## config.mk

```make
export PLATFORM = sky130hd
export DESIGN_NAME = fetch_branch_unit
export DESIGN_NICKNAME = d
export VERILOG_FILES = /design/src/rtl/fetch_branch_unit.sv
export SDC_FILE = /design/constraint.sdc
export NUM_CORES = 1
export LEC_CHECK = 0
export BUFFER_PORTS_ARGS = -buffer_cell sky130_fd_sc_hd__buf_2
export CAP_MARGIN = 25
export CORE_UTILIZATION = 35
export CTS_BUF_LIST = sky130_fd_sc_hd__clkbuf_16
export DETAILED_ROUTE_END_ITERATION = 16
export GPL_TIMING_DRIVEN = 0
export PLACE_DENSITY = 0.7
export SYNTH_ARGS = -nofsm -noshare
export SYNTH_HDL_FRONTEND = slang
export SYNTH_SLANG_ARGS = --single-unit
```

## constraint.sdc

```tcl
create_clock -name i_clk -period 2.7 [get_ports i_clk]
set_clock_uncertainty 0.15 [all_clocks]
set_input_delay 0.405 -clock i_clk [delete_from_list [all_inputs] [get_ports i_clk]]
set_output_delay 0.405 -clock i_clk [all_outputs]
set_load 0.005 [all_outputs]
```

## src/rtl/fetch_branch_unit.sv

```systemverilog
// Instruction-fetch / branch-resolution sequencer: fetches the word at pc over a
// req/ack port, issues it over valid/ready and drives the PC block's jump controls.
module fetch_branch_unit #(
    parameter int TIMEOUT = 15
) (
    input  logic       i_clk,
    input  logic       i_reset,
    input  logic [7:0] i_pc,
    output logic       o_imem_req,
    output logic [7:0] o_imem_addr,
    input  logic       i_imem_ack,
    input  logic [8:0] i_imem_data,
    input  logic       i_alu_flag_valid,
    input  logic       i_alu_zero,
    input  logic       i_alu_neg,
    output logic [8:0] o_instr,
    output logic       o_instr_valid,
    input  logic       i_instr_ready,
    output logic       o_pc_en,
    output logic [7:0] o_pc_control,
    output logic [7:0] o_jump_offset,
    output logic       o_halted,
    output logic       o_fault
);
    localparam logic [7:0] TO_LIMIT = 8'(TIMEOUT);

    typedef enum logic [1:0] {
        S_FETCH = 2'd0,
        S_WAIT  = 2'd1,
        S_ISSUE = 2'd2,
        S_HALT  = 2'd3
    } state_t;

    state_t     r_state;
    logic       r_imem_req;
    logic [7:0] r_imem_addr;
    logic [8:0] r_instr;
    logic       r_instr_valid;
    logic       r_halted;
    logic       r_fault;
    logic       r_z;
    logic       r_n;
    logic [7:0] r_cnt;

    logic [2:0] w_op;
    logic [5:0] w_imm;
    logic [7:0] w_offset8;
    logic [7:0] w_cnt_nxt;
    logic       w_z;
    logic       w_n;
    logic       w_is_halt;
    logic       w_taken;
    logic       w_retire;

    assign w_op      = r_instr[8:6];
    assign w_imm     = r_instr[5:0];
    assign w_offset8 = {{2{w_imm[5]}}, w_imm};
    assign w_cnt_nxt = r_cnt + 8'd1;

    // Flags are forwarded so a branch retiring alongside a flag strobe sees the new value.
    assign w_z       = i_alu_flag_valid ? i_alu_zero : r_z;
    assign w_n       = i_alu_flag_valid ? i_alu_neg  : r_n;
    assign w_is_halt = (w_op == 3'b100) && (w_imm == 6'd0);
    assign w_taken   = (w_op == 3'b101) || ((w_op == 3'b110) && w_z) || ((w_op == 3'b111) && w_n);

    // Reset in the retire cycle drops the instruction, so it also masks the pulse.
    assign w_retire  = (r_state == S_ISSUE) && r_instr_valid && i_instr_ready && !i_reset;

    assign o_pc_en       = w_retire && !w_is_halt;
    assign o_pc_control  = (o_pc_en && w_taken) ? 8'hFF : 8'h00;
    assign o_jump_offset = (o_pc_en && w_taken) ? w_offset8 : 8'h00;

    assign o_imem_req    = r_imem_req;
    assign o_imem_addr   = r_imem_addr;
    assign o_instr       = r_instr;
    assign o_instr_valid = r_instr_valid;
    assign o_halted      = r_halted;
    assign o_fault       = r_fault;

    always_ff @(posedge i_clk) begin
        if (i_reset) begin
            r_state       <= S_FETCH;
            r_imem_req    <= 1'b0;
            r_imem_addr   <= 8'h00;
            r_instr       <= 9'h000;
            r_instr_valid <= 1'b0;
            r_halted      <= 1'b0;
            r_fault       <= 1'b0;
            r_z           <= 1'b0;
            r_n           <= 1'b0;
            r_cnt         <= 8'h00;
        end else begin
            if (i_alu_flag_valid) begin
                r_z <= i_alu_zero;
                r_n <= i_alu_neg;
            end
            case (r_state)
                S_FETCH: begin
                    r_imem_addr <= i_pc;
                    r_imem_req  <= 1'b1;
                    r_cnt       <= 8'h00;
                    r_state     <= S_WAIT;
                end
                S_WAIT: begin
                    if (i_imem_ack) begin
                        r_instr       <= i_imem_data;
                        r_imem_req    <= 1'b0;
                        r_instr_valid <= 1'b1;
                        r_state       <= S_ISSUE;
                    end else if (w_cnt_nxt == TO_LIMIT) begin
                        // Give up on this request; FETCH re-reads the same pc.
                        r_cnt      <= w_cnt_nxt;
                        r_fault    <= 1'b1;
                        r_imem_req <= 1'b0;
                        r_state    <= S_FETCH;
                    end else begin
                        r_cnt <= w_cnt_nxt;
                    end
                end
                S_ISSUE: begin
                    if (w_retire) begin
                        r_instr_valid <= 1'b0;
                        if (w_is_halt) begin
                            r_halted <= 1'b1;
                            r_state  <= S_HALT;
                        end else begin
                            r_state <= S_FETCH;
                        end
                    end
                end
                default: begin
                    r_imem_req    <= 1'b0;
                    r_instr_valid <= 1'b0;
                    r_halted      <= 1'b1;
                end
            endcase
        end
    end
endmodule

```

* Word level (Yosys, flattened, before mapping)
Index checks and enable logic that the tools add are counted.
** Word-level totals
- Flip-flop bits (word level) :: 33
- Latch bits :: 0
- Bits in writable memories :: 0
- Bits in read-only memories :: 0
- Memories kept :: 0
** Operators by class
- $add $sub $neg :: 1
- Multiply operators :: 0
- Div/mod/pow operators :: 0
- $lt $le $gt $ge :: 0
- Eq/ne operators :: 12
- Shifts and indexed selects :: 0
- Multiplexer cells :: 20
- Bitwise operators :: 4
- Reduce and logical (&&, ||, !) cells :: 24
** Operator list (count)
- two-way mux 8 bit :: 3
- case mux 8 bit (2 select lines) :: 1
- equality test 3 bit, second input constant :: 4
- AND reduction 3 bit :: 4
- adder 8 x 1 -> 8 bit, second input constant :: 1
- equality test 8 x 4 -> 1 bit, second input constant :: 1
- logical AND 1 bit :: 8
- two-way mux 1 bit :: 8
- two-way mux 2 bit :: 4
- != test 2 bit, second input constant :: 4
- logical NOT 6 bit :: 1
- case mux 1 bit (3 select lines) :: 2
- case mux 2 bit (3 select lines) :: 1
- AND reduction 2 bit :: 3
- NOT 1 bit :: 4
- != test 3 bit, second input constant :: 1
- nonzero test 3 bit :: 1
- equality test 2 x 1 -> 1 bit, second input constant :: 1
- equality test 2 bit, second input constant :: 1
- logical NOT 1 bit :: 2
- logical NOT 2 bit :: 1
- logical OR 1 bit :: 2
- case mux 1 bit (2 select lines) :: 1
- nonzero test 2 bit :: 1
- OR reduction 2 bit :: 1

* Longest topological paths before layout
Gate-level depths: netlist (run 1).
- Word-level depth :: 7
- Gate-level depth with buffers :: 8
- Mapped depth without buffers :: 6

* Worst setup path after synthesis (run 1)
OpenSTA, ideal clock, no wires.
- Path kind :: register -> output
- Start point :: reg r_state[0]
- End point :: out o_jump_offset[6]
- Arrival :: 1.755 ns
- Required time :: 2.145 ns
- Slack :: 0.390 ns
- Cell stages (with the launch flop) :: 9
- Path buffers :: 3
- Cell sequence :: dfxtp_1 inv_1 ha_1 clkbuf_1 nor3b_1 and3b_1 buf_2 and2_1 buf_4
** On the way
- Cells in the longest elaborated chain, start to end :: 7
** RTL lines
- start: declaration :: line 34 : state_t r_state;
- start signal: assignment :: line 82 : r_state <= S_FETCH;
- start signal: assignment :: line 102 : r_state <= S_WAIT;
- start signal: assignment :: line 109 : r_state <= S_ISSUE;
- equality test 2 bit :: line 67 : assign w_retire = (r_state == S_ISSUE) && r_instr_valid && i_instr_ready && !i_reset;
- logical AND 1 bit (3 in a row) :: line 67
- logical AND 1 bit :: line 69 : assign o_pc_en = w_retire && !w_is_halt;
- net o_pc_en :: line 19 : output logic o_pc_en,
- logical AND 1 bit :: line 71 : assign o_jump_offset = (o_pc_en && w_taken) ? w_offset8 : 8'h00;
- two-way mux 8 bit :: line 71
- end: declaration :: line 21 : output logic [7:0] o_jump_offset,
The timed path passes the listed nets, and every way through them passes these cells.

* Worst setup path after layout (run 1)
- Start point :: reg r_instr[5] (netlist: o_instr[5])
- End point :: out o_jump_offset[7]
** On the way
- Cells in the longest elaborated chain, start to end :: 6
** RTL lines
- start: declaration :: line 37 : logic [8:0] r_instr;
- start signal: assignment :: line 106 : r_instr <= i_imem_data;
- logical NOT 6 bit :: line 63 : assign w_is_halt = (w_op == 3'b100) && (w_imm == 6'd0);
- logical AND 1 bit :: line 63
- logical NOT 1 bit :: line 69
- logical AND 1 bit :: line 69
- logical AND 1 bit :: line 71
- two-way mux 8 bit (*) :: line 71
Every way passes the cells marked *; elsewhere a longest branch is shown, timed or not.

==> metrics.md, run 1 <==
| Metric | Value |
|---|---|
| Status | `finished, violations left` |
| Failing checks | `design-rule violations` |
| Ranking of synthesized cells by area | `dfxtp_1 38%, mux2i_1 7.0%, a21oi_1 6.1%` |
| Initial DRT Pass Iterations | `10` |
| Fin Hold WS | `0.214 ns` |
| Crit path buf inv count | `3` |
| Primary FF master, synth | `dfxtp_1` |
| Final GP Congestion | `between 0.8 and 0.9` |
| Critical path's largest stage delay | `between 0.3 and 0.4 ns` |
| Post-DP HPWL | `a little under 3000 um` |
| Final Hold Fails | `0` |
| Sw frac | `0.266` |
| Maximum vdd drop | `0.332 mV` |
| Synth top area share | `0.384` |
| CP Max Fanout | `14` |
| CP Class | `reg -> out` |
| Power share of the sequential group | `0.378` |
| Tightest Pin Transition | `0.657 ns` |
| Crit-path slowest cell | `dfxtp_2` |
| Reg clk slew, reported paths | `about 0.050 ns` |
| Die area | `5200 um2` |
| Top Family by Delay on Critical Path | `simple AND/OR/NAND/NOR gates` |
| Drt drc | `2` |
| Clock tree sinks | `33` |
| CTS tree | `yes` |
| Die Wd | `72.1 um` |
| Syn_nets | `about 240` |
| Initial core utilization | `0.365` |
| Global-route wire length before repair | `6710 um` |
| I/O Pins | `between 60 and 70` |
| Pwr Density | `643 nW/um2` |
| Core area | `4720 um2` |
| Mapped cell area | `between 1500 and 2000 um2` |
| Internal Pwr Total | `approximately 1.1 mW` |
| Routed length per instance | `11.8 um` |
| N_diodes | `0` |
| # rows | `25` |
| Critical Path RT | `between 2 and 2.5 ns` |
| Setup violators final | `0` |
| Antenna violations before repair | `0` |
| Post-synth EDFFs | `0` |
| Final min period | `between 2 and 3 ns` |
| Combinational power share | `0.196` |
| Crit path DAT | `between 2 and 2.5 ns` |
| GRT Total Usage | `0.165` |
| Class of the worst hold path | `in -> reg` |
| Synth Warn # | `0` |
| Grt ovf | `0` |
| RSZ-0062 raised after global routing | `false` |
| Largest net degree at the start of global routing | `15` |
| Clk pwr share | `0.426` |
| Initial DRC count | `113` |
| H-tree depth | `2` |
| # port buffers | `60` |
| Chip height | `72.1 um` |
| Critical Path Sink Type | `primary output` |
| Clk buf depth | `2` |
| Pleak | `1.06 nW` |
| Rel. slew slack | `0.562` |
| Unique cell type count in the Yosys netlist | `37` |
| Vias in the first global route | `1487` |
| Area Growth Syn to Fin | `34.4%` |
| Max_cap viols | `0` |
| Num CTS Buffers | `5` |
| Synth area leader | `dfxtp_1` |
| Setup TNS | `0 ns` |
| Seq/Total Area, Yosys | `0.384` |
| P_sw | `0.396 mW` |
| Avg Vias per Cell | `around 4.7` |
| Synthesis-stage register bit count | `33` |
| Synthesized area per cell | `around 8.3 um2` |
| Final ANT Viol Nets | `0` |
| Share of cells above drive strength 1 | `0.335` |
| Cts hold-fix bufs | `0` |
| Pwr Total | `~1.5 mW` |
| Slew Limit Fails | `0` |
| Via Count | `around 1600` |
| Worst-Skew Late Latency | `about 0.27 ns` |
| Max frequency | `~390 MHz` |
| Mapped Cells | `207` |
| Final wirelength | `4030 um` |
| Async S/R FF share, synth | `0` |
| Post-layout nets | `slightly above 300` |
| Crit start category | `register` |
| CP cell instances | `nor4_4 -> and4_4 -> nor3b_2 -> and3b_1 -> clkbuf_4 -> and2_1 -> buf_4 -> buf_2` |
| Final worst path period share | `0.956` |
| CTS root buf | `clkbuf_16` |
[power by group through the flow]
stage          registers [mW]  logic (mW)  clock network, mW
5_1_grt                 0.569       0.328              0.669
3_5_place_dp            0.569       0.275                  0
3_3_place_gp            0.568       0.271                  0
6_report                0.562       0.291              0.635
2_1_floorplan           0.570       0.180                  0
4_1_cts                 0.561       0.280              0.643
[flip-flops by register name, summed over array words and instances (netlist names)]
signal,cells
o_fault,1
o_halted,1
o_imem_addr,8
o_imem_req,1
o_instr,9
o_instr_valid,1
r_cnt,8
r_n,1
r_state,2
r_z,1
[per-stage QoR]
stage	setup slack, ns	std cells	utilization	area [um2]
floorplan	0.390	207	-	1720
global placement	0.256	334	0.446	2110
detailed placement	0.181	334	0.446	2110
CTS	0.0312	341	0.483	2280
global route	0.000365	342	0.490	2310
finish	0.118	342	0.490	2310
[final cells by class]
type	instances	area (um2)
fill	460	2410
buffer	20	123
timing repair buffer	61	308
tap	67	83.8
clock inverter	3	41.3
multi-input combinational	150	961
clock buffer	5	125
inverter	3	11.3
sequential	33	662
[tightest hold or removal path, cell delays in order]
cell     delay (ns)
buf_2          0.07
mux2i_1        0.05
nor2_1         0.07
[cells in the final DEF, fill, tap and decap left out, drive strengths merged, types with 2 or more instances in the layout]
cell type  count
nand3          4
dfxtp         33
xor2           3
inv            3
nor3b          4
nor3           3
nand2b         5
ha             6
a22oi          2
and3           2
a311oi         5
and2           7
nor2b          3
nor2          25
nand3b         2
mux2i         12
o21ai          5
buf           73
clkbuf        13
nand2         27
a21oi         21
a41oi          2
[synth_stat cells (3+ instances only)]
master,n
o21ai_0,5
inv_1,3
mux2i_1,12
a311oi_1,5
nand2b_1,5
a21oi_1,21
dfxtp_1,33
nor2b_1,3
nor3_1,3
nor2_1,25
ha_1,6
buf_4,9
and2_1,7
buf_2,3
clkbuf_1,8
xor2_1,3
nor3b_1,3
nand3_1,4
nand2_1,27
[final timing paths]
check                                        startpoint                     endpoint  slack (ns)  cells past startpoint
worst max-delay path            o_instr[5]$_SDFFE_PP0P_             o_jump_offset[7]        0.12                      8
worst min-delay path                            i_pc[6]  o_imem_addr[6]$_SDFFE_PP0P_        0.21                      3
worst max register to register  r_state[1]$_SDFFE_PP0P_      r_state[1]$_SDFFE_PP0P_        0.59                      8
worst min register to register     o_fault$_SDFFE_PP0P_         o_fault$_SDFFE_PP0P_        0.31                      2
[logic make-up (layout without fill, tap and decap cells)]
logic type      Yosys count  count (layout)  synth area share
simple gates             88              88             0.257
fa+ha+maj                 6               6            0.0436
compound gates           39              39             0.139
buf+inv                  24              92            0.0785
flops                    33              33             0.384
xor+xnor                  4               4            0.0204
mux                      13              13            0.0785
[repair_timing]
| item | 4_1_cts | 5_1_grt |
|---|---|---|
| pin swaps | 0 | 2 |
| setup buffers | 0 | 1 |
| gates resized for setup | 3 | 6 |
| endpoints found under the setup margin | 15 | 2 |
[per-layer routing]
metal,up-vias,track usage,wire length (um)
met4,0,0.0458,20
met1,719,0.217,1950
met3,2,0.0514,220
met5,-,0,0
met2,45,0.263,1840
li1,831,-,-
No activity file was read; power rests on OpenSTA's default activity.
==> run 2: changes to the inputs <==
Clock period 2.7 ns to 2.5 ns, I/O delays scaled along.
==> run 2 against run 1 <==
Highest routed layer unchanged. Critical path type unchanged. Setup slack worse by 0.023 ns. Sequential cell count unchanged. Largest power group unchanged. Register-to-register slack worse by 0.23 ns. Final area up 1.1%. The run still ends with design-rule violations left. Critical endpoint is now o_jump_offset[4].
==> metrics.md, run 2 (synthesis gave the netlist of run 1 again) <==
| Metric | Value |
|---|---|
| Chip height | `72.1 um (unchanged)` |
| Via Count | `1624 (+1.7%)` |
| Reg2reg path depth | `8 (unchanged)` |
| H-tree depth | `2 (unchanged)` |
| Setup violators final | `0 (unchanged)` |
| Core area | `4720 um2 (unchanged)` |
| Global-route wire length before repair | `6770 um (+0.92%)` |
| Vias in the first global route | `1508 (+1.4%)` |
| Tightest Pin Transition | `0.665 ns (+0.00827 ns)` |
| N_diodes | `0 (unchanged)` |
| GRT Total Usage | `0.167 (+0.00177)` |
| Final worst path period share | `0.962` |
| Crit-path slowest cell | `dfxtp_2` |
| Critical Path RT | `1.98 ns (-0.16 ns)` |
| CTS root buf | `clkbuf_16` |
| Commonest non-fill, non-tap cell in the layout | `buf_2` |
| Pwr Density | `689 nW/um2 (+7.1%)` |
| Reg2Reg Capture Point | `r_state[1]$_SDFFE_PP0P_` |
| Hold depth | `3 (unchanged)` |
| Drt drc | `2 (unchanged)` |
| Initial DRT Pass Iterations | `10 (unchanged)` |
| Largest net degree at the start of global routing | `14 (-1)` |
| CP startpoint | `o_instr[2]$_SDFFE_PP0P_` |
| Failing checks | `design-rule violations` |
| Area Growth Syn to Fin | `35.9%` |
| Final GP Congestion | `0.832 (unchanged)` |
| Fin Hold WS | `0.184 ns (-0.0301 ns)` |
| Final min period | `roughly 2.4 ns` |
| Pleak | `1.07 nW (+0.92%)` |
| Final wirelength | `4070 um (+1.0%)` |
| Post-layout nets | `305 (+0.33%)` |
| Crit start category | `register` |
| Rel. slew slack | `0.557 (-0.00551)` |
| I/O Pins | `62 (unchanged)` |
| # port buffers | `60 (unchanged)` |
| Worst-Skew Late Latency | `0.27 ns (about the same)` |
| Final Hold Fails | `0 (unchanged)` |
| CP Max Fanout | `13 (-1)` |
| Final ANT Viol Nets | `0 (unchanged)` |
| Worst Hold Launch | `i_pc[6]` |
| Maximum vdd drop | `0.362 mV (+8.8%)` |
| CP Class | `reg -> out` |
| Avg Vias per Cell | `4.73 (+1.4%)` |
| Grt ovf | `0 (unchanged)` |
| Share of cells above drive strength 1 | `0.348 (+0.0133)` |
| Most frequent cells in the layout | `62 x buf_2, 31 x dfxtp_1, 27 x nand2_1` |
| Antenna violations before repair | `0 (unchanged)` |
| Setup TNS | `0 ns (unchanged)` |
| Die Wd | `72.1 um (unchanged)` |
| Critical Path Sink Type | `primary output` |
| RSZ-0062 raised after global routing | `false` |
| Reg clk slew, reported paths | `0.05 ns (about the same)` |
| Max FFs per register | `9 (unchanged)` |
| Num CTS Buffers | `5 (unchanged)` |
| Clk buf depth | `2 (unchanged)` |
| # rows | `25 (unchanged)` |
| Worst reg2reg startpoint | `r_state[1]$_SDFFE_PP0P_` |
| CP cell instances | `nor4_4 -> and4_4 -> nor3b_2 -> and3b_2 -> buf_12 -> and2_1 -> buf_2` |
| Slew Limit Fails | `0 (unchanged)` |
| Setup slack, reg-to-reg | `0.36 ns (-0.23 ns)` |
| Max frequency | `approximately 420 MHz` |
| Routed length per instance | `11.9 um (+0.75%)` |
| Pwr Total | `1.61 mW (+8.3%)` |
| Initial core utilization | `0.365 (unchanged)` |
| Post-DP HPWL | `2930 um (unchanged)` |
| Critical path's largest stage delay | `0.34 ns (about the same)` |
| Max_cap viols | `0 (unchanged)` |
| CTS tree | `yes` |
| Die area | `5200 um2 (unchanged)` |
| Class of the worst hold path | `in -> reg` |
| Status | `finished, violations left` |
| Initial DRC count | `103 (-8.8%)` |
| Crit path DAT | `1.88 ns (-0.15 ns)` |
| Worst hold endpoint | `o_imem_addr[6]$_SDFFE_PP0P_` |
| Clock tree sinks | `33 (unchanged)` |
## run 2: changes by cell type in the layout (fill, tap and decap cells not counted)
cell      before  now
and2_1         7    6
and2_4         0    1
and3b_1        1    0
and3b_2        0    1
buf_12         0    1
buf_4         10   11
clkbuf_4       1    0
dfxtp_1       32   31
dfxtp_2        1    2
## run 2: through the flow
stage                util  std cells  setup slack (ns)  area [um2]
floorplan               -        207             0.220        1720
global placement    0.446        334            0.0859        2110
detailed placement  0.446        334            0.0112        2110
CTS                 0.490        343            0.0196        2310
global route        0.495        343           0.00191        2340
finish              0.495        343            0.0948        2340
## run 2: layout make-up
type	count	area, um2
buffer	19	115
clock buffer	5	125
clock inverter	3	41.3
fill	458	2380
inverter	3	11.3
multi-input combinational	150	965
sequential	33	663
tap	67	83.8
timing repair buffer	63	335
## run 2: layer usage
layer / vias up / routed length [um] / track usage
li1: 835 / - / -
met1: 734 / 1970 / 0.217
met2: 51 / 1860 / 0.269
met3: 4 / 219 / 0.0514
met4: 0 / 25 / 0.0458
met5: - / 0 / 0
## run 2: critical path, delay by kind of cell, from the launching register on
family / cells / cell delay (ns)
buffers and inverters: 2 / 0.26
AND/OR/NAND/NOR: 5 / 1.01
flip-flops: 1 / 0.34
## run 2: report_power, final
| part | internal [mW] | switching, mW |
|---|---|---|
| Combinational | 0.143 | 0.173 |
| Sequential | 0.573 | 0.0354 |
| Clock | 0.466 | 0.221 |
| Total | 1.18 | 0.430 |
## run 2: timing repair
action | in CTS | in global routing
pin swaps | 3 | 2
endpoints found under the hold margin | 0 | 0
resized for setup | 4 | 6
setup endpoints to repair | 16 | 14
buffers inserted | 3 | 0
hold buffers | 0 | 0
## run 2: worst max path at each step
stage	end	slack [ns]	cells past startpoint
5_1_grt	o_jump_offset[4]	0.002	7
3_3_place_gp	o_jump_offset[6]	0.09	9
3_5_place_dp	o_jump_offset[7]	0.01	9
2_1_floorplan	o_jump_offset[6]	0.22	8
4_1_cts	o_jump_offset[7]	0.02	7
6_report	o_jump_offset[4]	0.09	7
==> run 3: changes to the inputs <==
Settings changed: CORE_ASPECT_RATIO from default to 1.75, CORE_UTILIZATION 35 to 30, PLACE_DENSITY 0.7 to 0.63.
==> run 3 against run 2 <==
The run now ends clean. Non-clock buffer count is 2 higher. Critical endpoint is now o_jump_offset[6]. Core utilization is 6.8 points lower. Total power is 1.5% higher. Clock power is 2% higher. Maximum frequency is 1.0% lower.
==> metrics.md, run 3 (synthesis gave the netlist of run 1 again) <==
| Metric | Value |
|---|---|
| Status | `finished, final reports clean` |
| Largest net degree at the start of global routing | `13 (-1)` |
| Filler Cells Inserted | `579 (+26%)` |
| Initial DRC count | `43 (-58%)` |
| Worst Hold Launch | `i_pc[4]` |
| Final wirelength | `4130 um (+1.4%)` |
| Max FFs per register | `9 (unchanged)` |
| Share of cells above drive strength 1 | `0.345 (-0.00250)` |
| Pwr Total | `1.64 mW (+1.5%)` |
| Die Wd | `59.3 um (-18%)` |
| Final instance area | `2370 um2 (+1.1%)` |
| Worst reg2reg startpoint | `r_state[1]$_SDFFE_PP0P_` |
| CTS tree | `yes` |
| Chip height | `102 um (+42%)` |
| CTS root buf | `clkbuf_16` |
| Via Count | `1646 (+1.4%)` |
| # rows | `36 (+44%)` |
| Final ANT Viol Nets | `0 (unchanged)` |
| Commonest non-fill, non-tap cell in the layout | `buf_2` |
| Crit start category | `register` |
| Core area | `5540 um2 (+17%)` |
| Setup violators final | `0 (unchanged)` |
| Initial core utilization | `0.311 (-0.0538)` |
| Final GP Congestion | `0.789 (-5.2%)` |
| Critical Path Sink Type | `primary output` |
| # port buffers | `60 (unchanged)` |
| Most frequent cells in the layout | `62 x buf_2, 33 x dfxtp_1, 27 x nand2_1` |
| CP Max Fanout | `4 (-9)` |
| CP Class | `reg -> out` |
| Pleak | `1.08 nW (+0.85%)` |
| Antenna violations before repair | `0 (unchanged)` |
| Final worst path period share | `0.972 (+0.0101)` |
| Post-layout nets | `307 (+0.66%)` |
| Class of the worst hold path | `in -> reg` |
| Worst-Skew Late Latency | `0.28 ns (about the same)` |
| Vias in the first global route | `1567 (+3.9%)` |
| Global-route wire length before repair | `6820 um (+0.72%)` |
| Area Growth Syn to Fin | `37.4%` |
| Clk buf depth | `2 (unchanged)` |
| Avg Vias per Cell | `4.65 (-1.8%)` |
| Max_cap viols | `0 (unchanged)` |
| Critical Path RT | `1.98 ns (about the same)` |
| Post-placement cell area | `2120 um2 (+0.53%)` |
| Max frequency | `411 MHz (-1.0%)` |
| Fin Hold WS | `0.180 ns (-0.00364 ns)` |
| Maximum vdd drop | `0.554 mV (+53%)` |
| Initial DRT Pass Iterations | `4 (-6)` |
| Post-DP HPWL | `3080 um (+5.3%)` |
| Num CTS Buffers | `5 (unchanged)` |
| Reg clk slew, reported paths | `0.06 ns (about the same)` |
| Final WS setup | `0.0694 ns (-0.0253 ns)` |
| Crit path DAT | `1.91 ns (+0.03 ns)` |
| I/O Pins | `62 (unchanged)` |
| Tightest Pin Transition | `0.703 ns (+0.0376 ns)` |
| CP startpoint | `o_instr[2]$_SDFFE_PP0P_` |
| Routed length per instance | `11.7 um (-1.8%)` |
| Cts hold-fix bufs | `0 (unchanged)` |
| Setup Slack @ Placement | `0.00134 ns (-0.00988 ns)` |
| Final min period | `2.43 ns (+0.0253 ns)` |
| Slew Limit Fails | `0 (unchanged)` |
| Clock tree sinks | `33 (unchanged)` |
| H-tree depth | `2 (unchanged)` |
| Pwr Density | `691 nW/um2 (+0.38%)` |
| Die area | `6060 um2 (+16%)` |
| GRT Total Usage | `0.148 (-0.0195)` |
| Rel. slew slack | `0.531 (-0.0250)` |
| Drt drc | `0 (-2)` |
| Final Hold Fails | `0 (unchanged)` |
| N_diodes | `0 (unchanged)` |
| Grt ovf | `0 (unchanged)` |
## run 3: cell count changes in the layout (fill, tap and decap cells not counted), sizes merged
cell	change
buf	+2
## run 3: worst paths after layout
check,end,slack [ns],depth (start not counted)
worst max-delay path,o_jump_offset[6],0.07,7
worst min-delay path,o_imem_addr[4]$_SDFFE_PP0P_,0.18,3
worst max register to register,r_state[1]$_SDFFE_PP0P_,0.42,8
worst min register to register,o_halted$_SDFFE_PP0P_,0.32,2
## run 3: critical path, cell delays in order, from the launching register on
cell and delay [ns]:
dfxtp_1 0.35, nor4_4 0.30, and4_4 0.27, nor3b_2 0.05, and3b_2 0.24, and2_1 0.18
buf_4 0.13, buf_2 0.11
## run 3: final cells by class
| cell class | count | area [um2] | share of cell area |
|---|---|---|---|
| Inverter | 3 | 11.3 | 0.00476 |
| Clock inverter | 3 | 46.3 | 0.0196 |
| Tap cell | 76 | 95.1 | 0.0402 |
| Buffer | 19 | 115 | 0.0487 |
| Multi-Input combinational cell | 150 | 962 | 0.407 |
| Sequential cell | 33 | 661 | 0.279 |
| Clock buffer | 5 | 125 | 0.0529 |
| Timing Repair Buffer | 65 | 350 | 0.148 |
## run 3: per-stage QoR
step	cells	setup TNS (ns)	utilization
2_1_floorplan	207	0	-
3_3_place_gp	343	0	0.382
3_5_place_dp	343	0	0.382
4_1_cts	353	0	0.422
5_1_grt	354	-0.0106	0.427
6_report	354	0	0.427
## run 3: routing by layer
layer,vias to the layer above,routed length [um],GRT usage
met5,-,0,0
met4,0,85,0.0696
met3,6,239,0.0367
met2,56,2180,0.280
met1,743,1630,0.143
li1,841,-,-
## run 3: power breakdown
part / total [mW] / internal [mW] / switching, mW
clock network: 0.702 / 0.471 / 0.231
registers: 0.607 / 0.572 / 0.0351
logic: 0.326 / 0.152 / 0.174
total: 1.64 / 1.20 / 0.440
## run 3: repair_timing
action,4_1_cts,5_1_grt
pin swaps,3,2
gates cloned,0,0
setup endpoints to repair,16,6
gates resized for setup,5,2
buffers inserted,4,1
